### config.mk
export PLATFORM = sky130hd
export DESIGN_NAME = core_set
export DESIGN_NICKNAME = d
export VERILOG_FILES = /design/src/rtl/core_set.sv
export SDC_FILE = /design/constraint.sdc
export NUM_CORES = 2
export LEC_CHECK = 0
export BUFFER_PORTS_ARGS = -buffer_cell sky130_fd_sc_hd__buf_2
export CAP_MARGIN = 10
export CORE_MARGIN = 2
export CORE_UTILIZATION = 30
export DETAILED_ROUTE_END_ITERATION = 8
export HOLD_SLACK_MARGIN = 0.15
export SYNTH_ARGS = -nofsm -noshare
export SYNTH_HDL_FRONTEND = slang
export SYNTH_SLANG_ARGS = --single-unit
### constraint.sdc
create_clock -name I_HCLK -period 15.2 [get_ports I_HCLK]
set_input_delay 2.28 -clock I_HCLK [delete_from_list [all_inputs] [get_ports I_HCLK]]
set_output_delay 2.28 -clock I_HCLK [all_outputs]
set_load 0.02 [all_outputs]
### src/rtl/core_set.sv
// Purpose: walks a WxH byte image in 4x4 tiles, issuing DMA byte reads into a tile buffer, then rotated writes out of it.
// Latency: first transfer presented the cycle after the start edge; then one transfer per accepted cycle, no bubbles.
// Backpressure: every output and all internal state hold while I_DMA_READY is low.
module core_set #(
    parameter logic [31:0] SRC_BASE = 32'h0000_0000,
    parameter logic [31:0] DST_BASE = 32'h0001_0000
) (
    input  logic        I_HCLK,
    input  logic        I_HRESET_N,
    input  logic        I_START,
    input  logic [15:0] I_WIDTH,
    input  logic [15:0] I_HEIGHT,
    input  logic        I_DIRECTION,
    input  logic [2:0]  I_DEGREES,
    input  logic        I_DMA_READY,
    output logic [31:0] O_ADDR,
    output logic [2:0]  O_SIZE,
    output logic        O_WRITE,
    output logic [4:0]  O_COUNT,
    output logic        O_BUSY
);

    typedef enum logic [1:0] {
        IDLE  = 2'd0,
        READ  = 2'd1,
        WRITE = 2'd2
    } state_t;

    state_t      state;
    state_t      nxt_state;

    // Operation parameters captured at the start edge.
    logic [15:0] w_q;
    logic [15:0] h_q;
    logic [1:0]  k_q;

    // Current tile origin and pixel position inside the tile.
    logic [15:0] tx;
    logic [15:0] ty;
    logic [1:0]  r;
    logic [1:0]  c;
    logic [15:0] nxt_tx;
    logic [15:0] nxt_ty;
    logic [1:0]  nxt_r;
    logic [1:0]  nxt_c;

    logic [1:0]  k_in;
    logic        start_ok;
    logic        advance;
    logic [15:0] rem_w;
    logic [15:0] rem_h;
    logic [1:0]  tw_last;
    logic [1:0]  th_last;
    logic        last_col;
    logic        last_row;
    logic        last_pix;
    logic        more_cols;
    logic        more_rows;
    logic        last_tile;

    // Parameters used to build the next address: live inputs on the start
    // edge, latched copies for the rest of the operation.
    logic [15:0] cur_w;
    logic [15:0] cur_h;
    logic [1:0]  cur_k;

    logic [15:0] x;
    logic [15:0] y;
    logic [15:0] xd;
    logic [15:0] yd;
    logic [15:0] wd;
    logic [31:0] src_addr;
    logic [31:0] dst_addr;
    logic [31:0] nxt_addr;
    logic        nxt_write;
    logic [4:0]  nxt_count;
    logic        nxt_busy;

    assign O_SIZE = 3'b000;

    // Quarter-turns clockwise; out-of-range angles mean no rotation,
    // counter-clockwise is the modular negation.
    always_comb begin
        k_in = I_DEGREES[2] ? 2'd0 : I_DEGREES[1:0];
        if (I_DIRECTION) begin
            k_in = 2'd0 - k_in;
        end
    end

    assign start_ok = (state == IDLE) && I_START && (I_WIDTH != 16'd0) && (I_HEIGHT != 16'd0);
    assign advance  = (state != IDLE) && I_DMA_READY;

    // Tile extent: full 4 pixels unless clipped by the right/bottom edge.
    always_comb begin
        rem_w     = w_q - tx;
        rem_h     = h_q - ty;
        tw_last   = (rem_w >= 16'd4) ? 2'd3 : (rem_w[1:0] - 2'd1);
        th_last   = (rem_h >= 16'd4) ? 2'd3 : (rem_h[1:0] - 2'd1);
        last_col  = (c == tw_last);
        last_row  = (r == th_last);
        last_pix  = last_col && last_row;
        more_cols = ({1'b0, tx} + 17'd4) < {1'b0, w_q};
        more_rows = ({1'b0, ty} + 17'd4) < {1'b0, h_q};
        last_tile = !more_cols && !more_rows;
    end

    // State register.
    always_ff @(posedge I_HCLK or negedge I_HRESET_N) begin
        if (!I_HRESET_N) begin
            state <= IDLE;
        end else begin
            state <= nxt_state;
        end
    end

    // Next-state: a tile is read fully, then written fully, then the next tile follows.
    always_comb begin
        nxt_state = state;
        case (state)
            IDLE: begin
                if (start_ok) nxt_state = READ;
            end
            READ: begin
                if (advance && last_pix) nxt_state = WRITE;
            end
            WRITE: begin
                if (advance && last_pix) nxt_state = last_tile ? IDLE : READ;
            end
            default: nxt_state = IDLE;
        endcase
    end

    // Next pixel position: column inner, row outer, tiles row-major after each write pass.
    always_comb begin
        nxt_tx = tx;
        nxt_ty = ty;
        nxt_r  = r;
        nxt_c  = c;
        if (start_ok) begin
            nxt_tx = 16'd0;
            nxt_ty = 16'd0;
            nxt_r  = 2'd0;
            nxt_c  = 2'd0;
        end else if (advance) begin
            if (!last_col) begin
                nxt_c = c + 2'd1;
            end else if (!last_row) begin
                nxt_c = 2'd0;
                nxt_r = r + 2'd1;
            end else begin
                nxt_c = 2'd0;
                nxt_r = 2'd0;
                if (state == WRITE) begin
                    if (more_cols) begin
                        nxt_tx = tx + 16'd4;
                    end else if (more_rows) begin
                        nxt_tx = 16'd0;
                        nxt_ty = ty + 16'd4;
                    end else begin
                        nxt_tx = 16'd0;
                        nxt_ty = 16'd0;
                    end
                end
            end
        end
    end

    // Output decode: address of the transfer that will be presented next cycle.
    always_comb begin
        cur_w = (state == IDLE) ? I_WIDTH  : w_q;
        cur_h = (state == IDLE) ? I_HEIGHT : h_q;
        cur_k = (state == IDLE) ? k_in     : k_q;
        x     = nxt_tx + {14'd0, nxt_c};
        y     = nxt_ty + {14'd0, nxt_r};
        xd    = x;
        yd    = y;
        wd    = cur_w;
        case (cur_k)
            2'd1: begin
                xd = cur_h - 16'd1 - y;
                yd = x;
                wd = cur_h;
            end
            2'd2: begin
                xd = cur_w - 16'd1 - x;
                yd = cur_h - 16'd1 - y;
                wd = cur_w;
            end
            2'd3: begin
                xd = y;
                yd = cur_w - 16'd1 - x;
                wd = cur_h;
            end
            default: begin
                xd = x;
                yd = y;
                wd = cur_w;
            end
        endcase
        src_addr  = SRC_BASE + ({16'd0, y}  * {16'd0, cur_w}) + {16'd0, x};
        dst_addr  = DST_BASE + ({16'd0, yd} * {16'd0, wd})    + {16'd0, xd};
        nxt_addr  = 32'd0;
        nxt_write = 1'b0;
        nxt_count = 5'd0;
        nxt_busy  = 1'b0;
        if (nxt_state == READ) begin
            nxt_addr  = src_addr;
            nxt_count = {1'b0, nxt_r, nxt_c};
            nxt_busy  = 1'b1;
        end else if (nxt_state == WRITE) begin
            nxt_addr  = dst_addr;
            nxt_write = 1'b1;
            nxt_count = {1'b0, nxt_r, nxt_c};
            nxt_busy  = 1'b1;
        end
    end

    // Position, latched parameters and registered outputs.
    always_ff @(posedge I_HCLK or negedge I_HRESET_N) begin
        if (!I_HRESET_N) begin
            w_q     <= 16'd0;
            h_q     <= 16'd0;
            k_q     <= 2'd0;
            tx      <= 16'd0;
            ty      <= 16'd0;
            r       <= 2'd0;
            c       <= 2'd0;
            O_ADDR  <= 32'd0;
            O_WRITE <= 1'b0;
            O_COUNT <= 5'd0;
            O_BUSY  <= 1'b0;
        end else begin
            if (start_ok) begin
                w_q <= I_WIDTH;
                h_q <= I_HEIGHT;
                k_q <= k_in;
            end
            tx      <= nxt_tx;
            ty      <= nxt_ty;
            r       <= nxt_r;
            c       <= nxt_c;
            O_ADDR  <= nxt_addr;
            O_WRITE <= nxt_write;
            O_COUNT <= nxt_count;
            O_BUSY  <= nxt_busy;
        end
    end

endmodule

==> Yosys cells after proc, flatten, opt, wreduce, memory -nomap -nowiden <==
Index checks and enable logic that the tools add are counted.
{ "word_totals": {"regBits": 111, "inputBits": 40, "out_inout_bits": 42} }
{ "op_classes": {"addsub": 20, "mul": 2, "n_lt_le_gt_ge": 4, "n_eq_ne": 9, "muxes": 42, "reduce_logical": 14} }
{ "op_table": {"columns": ["cell", "count"], "rows": [
  ["$mux 16", 16],
  ["$pmux 16 s3", 2],
  ["$add 32x16->32", 2],
  ["$mul 16x16->32", 2],
  ["$mux 32", 2],
  ["$sub 16x16->16", 4],
  ["$add 16x3->17 const B", 2],
  ["$lt 17x16->1", 2],
  ["$add 16x2->16", 2],
  ["$add 16x3->16 const B", 2],
  ["$add 17x32->32 const A", 1],
  ["$ge 16x3->1 const B", 2],
  ["$reduce_bool 16->1", 2],
  ["$sub 16x1->16 const B", 2],
  ["$mux 2", 15],
  ["$eq 2x2->1 const B", 4],
  ["$mux 4", 2],
  ["$logic_and 1x1->1", 7],
  ["$eq 2x1->1 const B", 3],
  ["$pmux 2 s3", 1],
  ["$add 2x1->2 const B", 2],
  ["$eq 2x2->1", 2],
  ["$mux 1", 4],
  ["$sub 2x1->2 const B", 2],
  ["other kinds (5)", 6]
]} }

==> Longest topological paths before layout <==
{ "logic_depth": {"ltp_word": 17, "ltp_mapped": 66, "depth_no_buf": 64} }

==> Least setup slack after synthesis <==
No wires, ideal clock.
{ "synth_timing": {"path_type": "input -> register", "startpoint": "input port I_HEIGHT[14]", "endpoint": "register O_ADDR[30]", "setup_time_ps": 121, "arrival_ps": 13893, "t_required_ps": 15079, "slack_ps": 1186, "path_stages": 54, "cell_sequence": "nor4_1 > nand4_1 > nand3_1 > a41oi_1 > clkbuf_1 > clkbuf_1 > clkbuf_1 > clkbuf_1 > nor3_1 > ha_1 > fa_1 > inv_1 > fa_1 > a21oi_1 > nor2_1 > nor2_1 > o21bai_1 > a21oi_1 > [18 not listed] > fa_1 > inv_1 > fa_1 > inv_1 > fa_1 > inv_1 > ha_1 > a21o_1 > a2111oi_0 > nor4_1 > o31ai_1 > o2111ai_1 > a21oi_1 > o21bai_1 > a211oi_1 > a21oi_1 > xor2_1 > a22o_1"} }
{ "synth_via": {"elab_chain_len": 11, "elab_cells_between_ends": 26, "classes_between": "add/sub: 8; mul: 2; eq/ne: 2; mux: 12; reduce/logical: 2"} }
{ "synth_rtl": {"columns": ["element", "line_no", "rtl"], "rows": [
  ["start: declaration", "12", "input logic [15:0] I_HEIGHT,"],
  ["$reduce_bool 16->1 *", "90", "assign start_ok = (state == IDLE) && I_START && (I_WIDTH != 16'd0) && (I_HEIGHT != 16'd0);"],
  ["$logic_and 1x1->1 *", "90", null],
  ["$mux 16 *", "139", "if (start_ok) begin"],
  ["net nxt_tx[0]", "42", "logic [15:0] nxt_tx;"],
  ["$add 16x2->16 *", "173", "x = nxt_tx + {14'd0, nxt_c};"],
  ["$sub 16x16->16", "185, 191", null],
  ["$pmux 16 s3", "178", "case (cur_k)"],
  ["$mul 16x16->32", "201", "dst_addr = DST_BASE + ({16'd0, yd} * {16'd0, wd}) + {16'd0, xd};"],
  ["$add 17x32->32", "201", null],
  ["$add 32x16->32", "201", null],
  ["$mux 32", "210", "end else if (nxt_state == WRITE) begin"],
  ["$mux 32 *", "206", "if (nxt_state == READ) begin"],
  ["net nxt_addr[30]", "74", "logic [31:0] nxt_addr;"],
  ["end signal: assignment", "242", "O_ADDR <= nxt_addr;"],
  ["end: declaration", "16", "output logic [31:0] O_ADDR,"]
]} }
The timed path passes the listed nets; every way through them passes the cells marked *.
A chain may end at the register's enable or synchronous reset.

==> Worst setup path in the final report <==
{ "layout_timing": {"startpoint": "register w_q[0]", "endpoint": "register O_ADDR[30]"} }
{ "layout_via": {"elab_chain_len": 15, "elab_cells_between_ends": 50, "classes_between": "add/sub: 10; mul: 2; order compare: 2; eq/ne: 3; mux: 29; reduce/logical: 4"} }
{ "layout_rtl": {"columns": ["element", "line_no", "rtl"], "rows": [
  ["start: declaration", "33", "logic [15:0] w_q;"],
  ["start signal: assignment", "221", "w_q <= 16'd0;"],
  ["start signal: assignment", "234", "w_q <= I_WIDTH;"],
  ["$sub 16x16->16 / $lt 17x16->1 (equally long branches)", "95, 102", null],
  ["$ge 16x3->1, or another cell as far along", "97", "tw_last = (rem_w >= 16'd4) ? 2'd3 : (rem_w[1:0] - 2'd1);"],
  ["$mux 2 / $mux 16 (equally long branches)", "97, 153", null],
  ["$eq 2x2->1 / $mux 16 (equally long branches)", "99, 147", null],
  ["$mux 16 *", "145", "if (!last_col) begin"],
  ["$mux 16 *", "144", "end else if (advance) begin"],
  ["$mux 16 *", "139", null],
  ["net nxt_tx[0]", "42", null],
  ["$add 16x2->16 *", "173", null],
  ["$sub 16x16->16", "185, 191", null],
  ["$pmux 16 s3", "178", null],
  ["$mul 16x16->32", "201", null],
  ["$add 17x32->32", "201", null],
  ["$add 32x16->32", "201", null],
  ["$mux 32", "210", null],
  ["$mux 32 *", "206", null],
  ["net nxt_addr[30]", "74", null]
]} }
Marked as above.

==> results.json <==
{
  "status": "complete, no violations",
  "cp_max_fo": 16,
  "rsz0062_at_grt": "no",
  "hold_viol_final": 0,
  "cts_root_buf": "clkbuf_16",
  "syn-cell-area_sq_um": 28800,
  "r2r-start": "w_q[0]",
  "dr.pass1.iters": 5,
  "maxCapViolations": 0,
  "reg2reg_to": "O_ADDR[30]",
  "worstPathArrival_ns": 14.56,
  "antenna_found_initial": 1,
  "synth-seq-cells": 110,
  "yosys_warnings": 0,
  "path_class": "reg2reg",
  "numPortBuffers": 77,
  "path_clk_slew_ns": 0.10,
  "critPathRequiredTime_ns": 15.51,
  "worstSkewPairLatency_ns": 0.43,
  "cts.sinks": 110,
  "finalSetupViolCount": 0,
  "postLayoutCoreUtil": 0.333,
  "clockBufferDepth": 2,
  "syn2layout_area_growth_pct": 9.85,
  "cpMostUsedCell": "fa_1",
  "rows": 113,
  "core_sq_um": 95000,
  "seq_area_frac_synth": 0.0957,
  "grt_pass1_vias": 25407,
  "synth_edf_count": 0,
  "synthFlopType": "dfrtp_1",
  "htreeDepth": 3,
  "fillCellCount": 10182,
  "cts_buffers": 9,
  "die_w_microns": 314,
  "min_to": "k_q[0]",
  "die_h_microns": 314,
  "post-dp-hpwl_mm": 79.0,
  "ios": 82,
  "setup_tns_ns": 0,
  "cpMaxStageDelayCell": "fa_1",
  "wl_per_cell_microns": 19.7,
  "die_area_sq_um": 98400,
  "multi_input_comb_area_sq_um": 23100,
  "finClkSkew_ns": 0.0183,
  "drc": 0,
  "final-seq-area_sq_um": 2750,
  "period_share": 0.937,
  "async_flop_share": 1.00,
  "hold_buffers": 0,
  "relSlewSlack": 0.150,
  "ant_nets": 0,
  "gr-total-overflow": 0,
  "grtUsageTotal": 0.200,
  "final_cell_mix": "inv_1 (666), nand2_1 (428), fa_1 (426)",
  "fin_ws_ns": 0.950,
  "fin_crit_ns": 14.25,
  "start_util": 0.303,
  "rr_worst_depth": 55,
  "grt_start_max_net_pins": 63,
  "dr.first_iter.drc_count": 2115,
  "nNetsFinal": 4361,
  "worst_pin_slew_ns": 1.27,
  "regToRegSetupSlack_ns": 0.95,
  "syn_inst": 3487,
  "synth_cell_type_count": 103,
  "slew_violations": 0,
  "end_kind": "flip-flop",
  "gp_congestion": 0.933,
  "dp_slack_ns": 0.558,
  "antenna_cells": 0,
  "crit_path_start_kind": "flip-flop",
  "wirelength_mm": 95.7,
  "cts_tree": "yes",
  "grt_pass1_wl_mm": 151,
  "max_freq_mhz": 70.2,
  "holdCritPathClass": "reg2reg",
  "drive_gt1_frac": 0.0833,
  "whs_ns": 0.502,
  "hp-start": "k_q[0]",
  "cpPeakStageDelay_ns": 0.55,
  "postSynthAreaPerCell_sq_um": 8.25,
  "via_per_inst": 5.13,
  "via_count": 24873,
  "min_delay_path_depth": 2,
  "final_common_cell": "inv_1"
}
==> Yosys cell counts, types with 6 or more instances <==
| cell | instances | area, sq um |
|---|---|---|
| o211ai_1 | 20 | 150 |
| a21boi_0 | 9 | 67.6 |
| buf_1 | 10 | 37.5 |
| o21ai_1 | 33 | 165 |
| dfrtp_1 | 110 | 2750 |
| nor4_1 | 23 | 144 |
| a21o_1 | 32 | 240 |
| nor2b_1 | 28 | 175 |
| o21bai_1 | 20 | 150 |
| a211oi_1 | 22 | 165 |
| o2111ai_1 | 6 | 52.6 |
| or2_2 | 14 | 87.6 |
| nand3_1 | 63 | 315 |
| or3_1 | 21 | 131 |
| a2111oi_0 | 9 | 78.8 |
| ha_1 | 312 | 3900 |
| a21oi_1 | 115 | 576 |
| clkbuf_1 | 94 | 353 |
| o22ai_1 | 18 | 113 |
| fa_1 | 426 | 8530 |
| a31oi_1 | 8 | 50.1 |
| nor2_1 | 280 | 1050 |
| a311oi_2 | 9 | 135 |
| a311o_1 | 8 | 80.1 |
| nor3_1 | 54 | 270 |
| a22oi_1 | 6 | 45.0 |
| mux2i_1 | 36 | 360 |
| o21a_1 | 31 | 233 |
| o31ai_1 | 12 | 90.1 |
| xor2_1 | 46 | 403 |
| buf_4 | 6 | 45.0 |
| nand2_1 | 428 | 1610 |
| o21ai_0 | 131 | 656 |
| nand4_1 | 14 | 87.6 |
| and2_1 | 42 | 263 |
| and3_1 | 19 | 119 |
| buf_2 | 11 | 55.1 |
| inv_1 | 666 | 2500 |
| xnor2_1 | 97 | 850 |
| nand2b_1 | 51 | 319 |
==> what timing repair did <==
action | CTS | global route
setup buffers | 0 | 2
endpoints found under the setup margin | 0 | 4
resized for setup | 0 | 15
==> layer usage <==
layer | up-vias | GRT usage | part of all wire
li1 | 11421 | - | -
met1 | 12428 | 0.276 | 0.44
met2 | 882 | 0.324 | 0.46
met3 | 142 | 0.0214 | 0.070
met4 | 0 | 0.0698 | 0.036
met5 | - | 0 | 0
==> worst max-delay path: cells and delay by family, from the launching register on <==
family                     cells  cell delay, ns
adders and majority gates     13            5.43
AOI/OAI and AO/OA             22            5.37
and+or+nand+nor                9            1.50
buffers and inverters          8            0.63
xor gates and xnor gates       2            0.43
DFF                            1            0.40
muxes                          1            0.37
==> state kept, by name, summed over array words and instances (netlist names), 2 cells and up <==
register	flops
O_ADDR	32
O_COUNT	4
c	2
h_q	16
k_q	2
r	2
state	2
tx	16
ty	16
w_q	16
==> how the worst max path moves through the flow <==
stage / startpoint / endpoint / slack (ns) / cells after the start
after global placement: I_HEIGHT[15] / O_ADDR[30] / 0.64 / 48
after floorplan: I_HEIGHT[14] / O_ADDR[30] / 1.19 / 54
after CTS: tx[6] / O_ADDR[30] / 0.77 / 56
after detailed placement: I_HEIGHT[15] / O_ADDR[30] / 0.56 / 48
final: w_q[0] / O_ADDR[30] / 0.95 / 55
after global routing: ty[2] / O_ADDR[30] / 0.04 / 61
==> layout make-up <==
type / instances / area share
multi-input cells: 2582 / 0.730
flip-flops and latches: 110 / 0.0871
inverters: 672 / 0.0798
well taps: 1265 / 0.0501
repair buffers: 208 / 0.0434
clock buffers: 9 / 0.00712
clock inverters: 7 / 0.00289
==> cells by family (layout without fill, tap and decap cells) <==
group	Yosys count	in the layout	synth area share
xor gates and xnor gates	144	144	0.0441
and+or+nand+nor	1078	1078	0.171
adders and majority gates	740	740	0.433
muxes	41	41	0.0145
buffers and inverters	798	896	0.107
DFF	110	110	0.0957
AOI/OAI and AO/OA	575	575	0.135
other	1	4	0.000130
==> through the flow <==
step | std cells | instance area [sq um]
finish | 4853 | 31600
global route | 4853 | 31600
CTS | 4851 | 31500
detailed placement | 4835 | 31200
global placement | 4835 | 31200
floorplan | 3490 | 28800
Power is not shown: default switching activity piles up to over one toggle a cycle in this logic, so the estimate is an artifact.
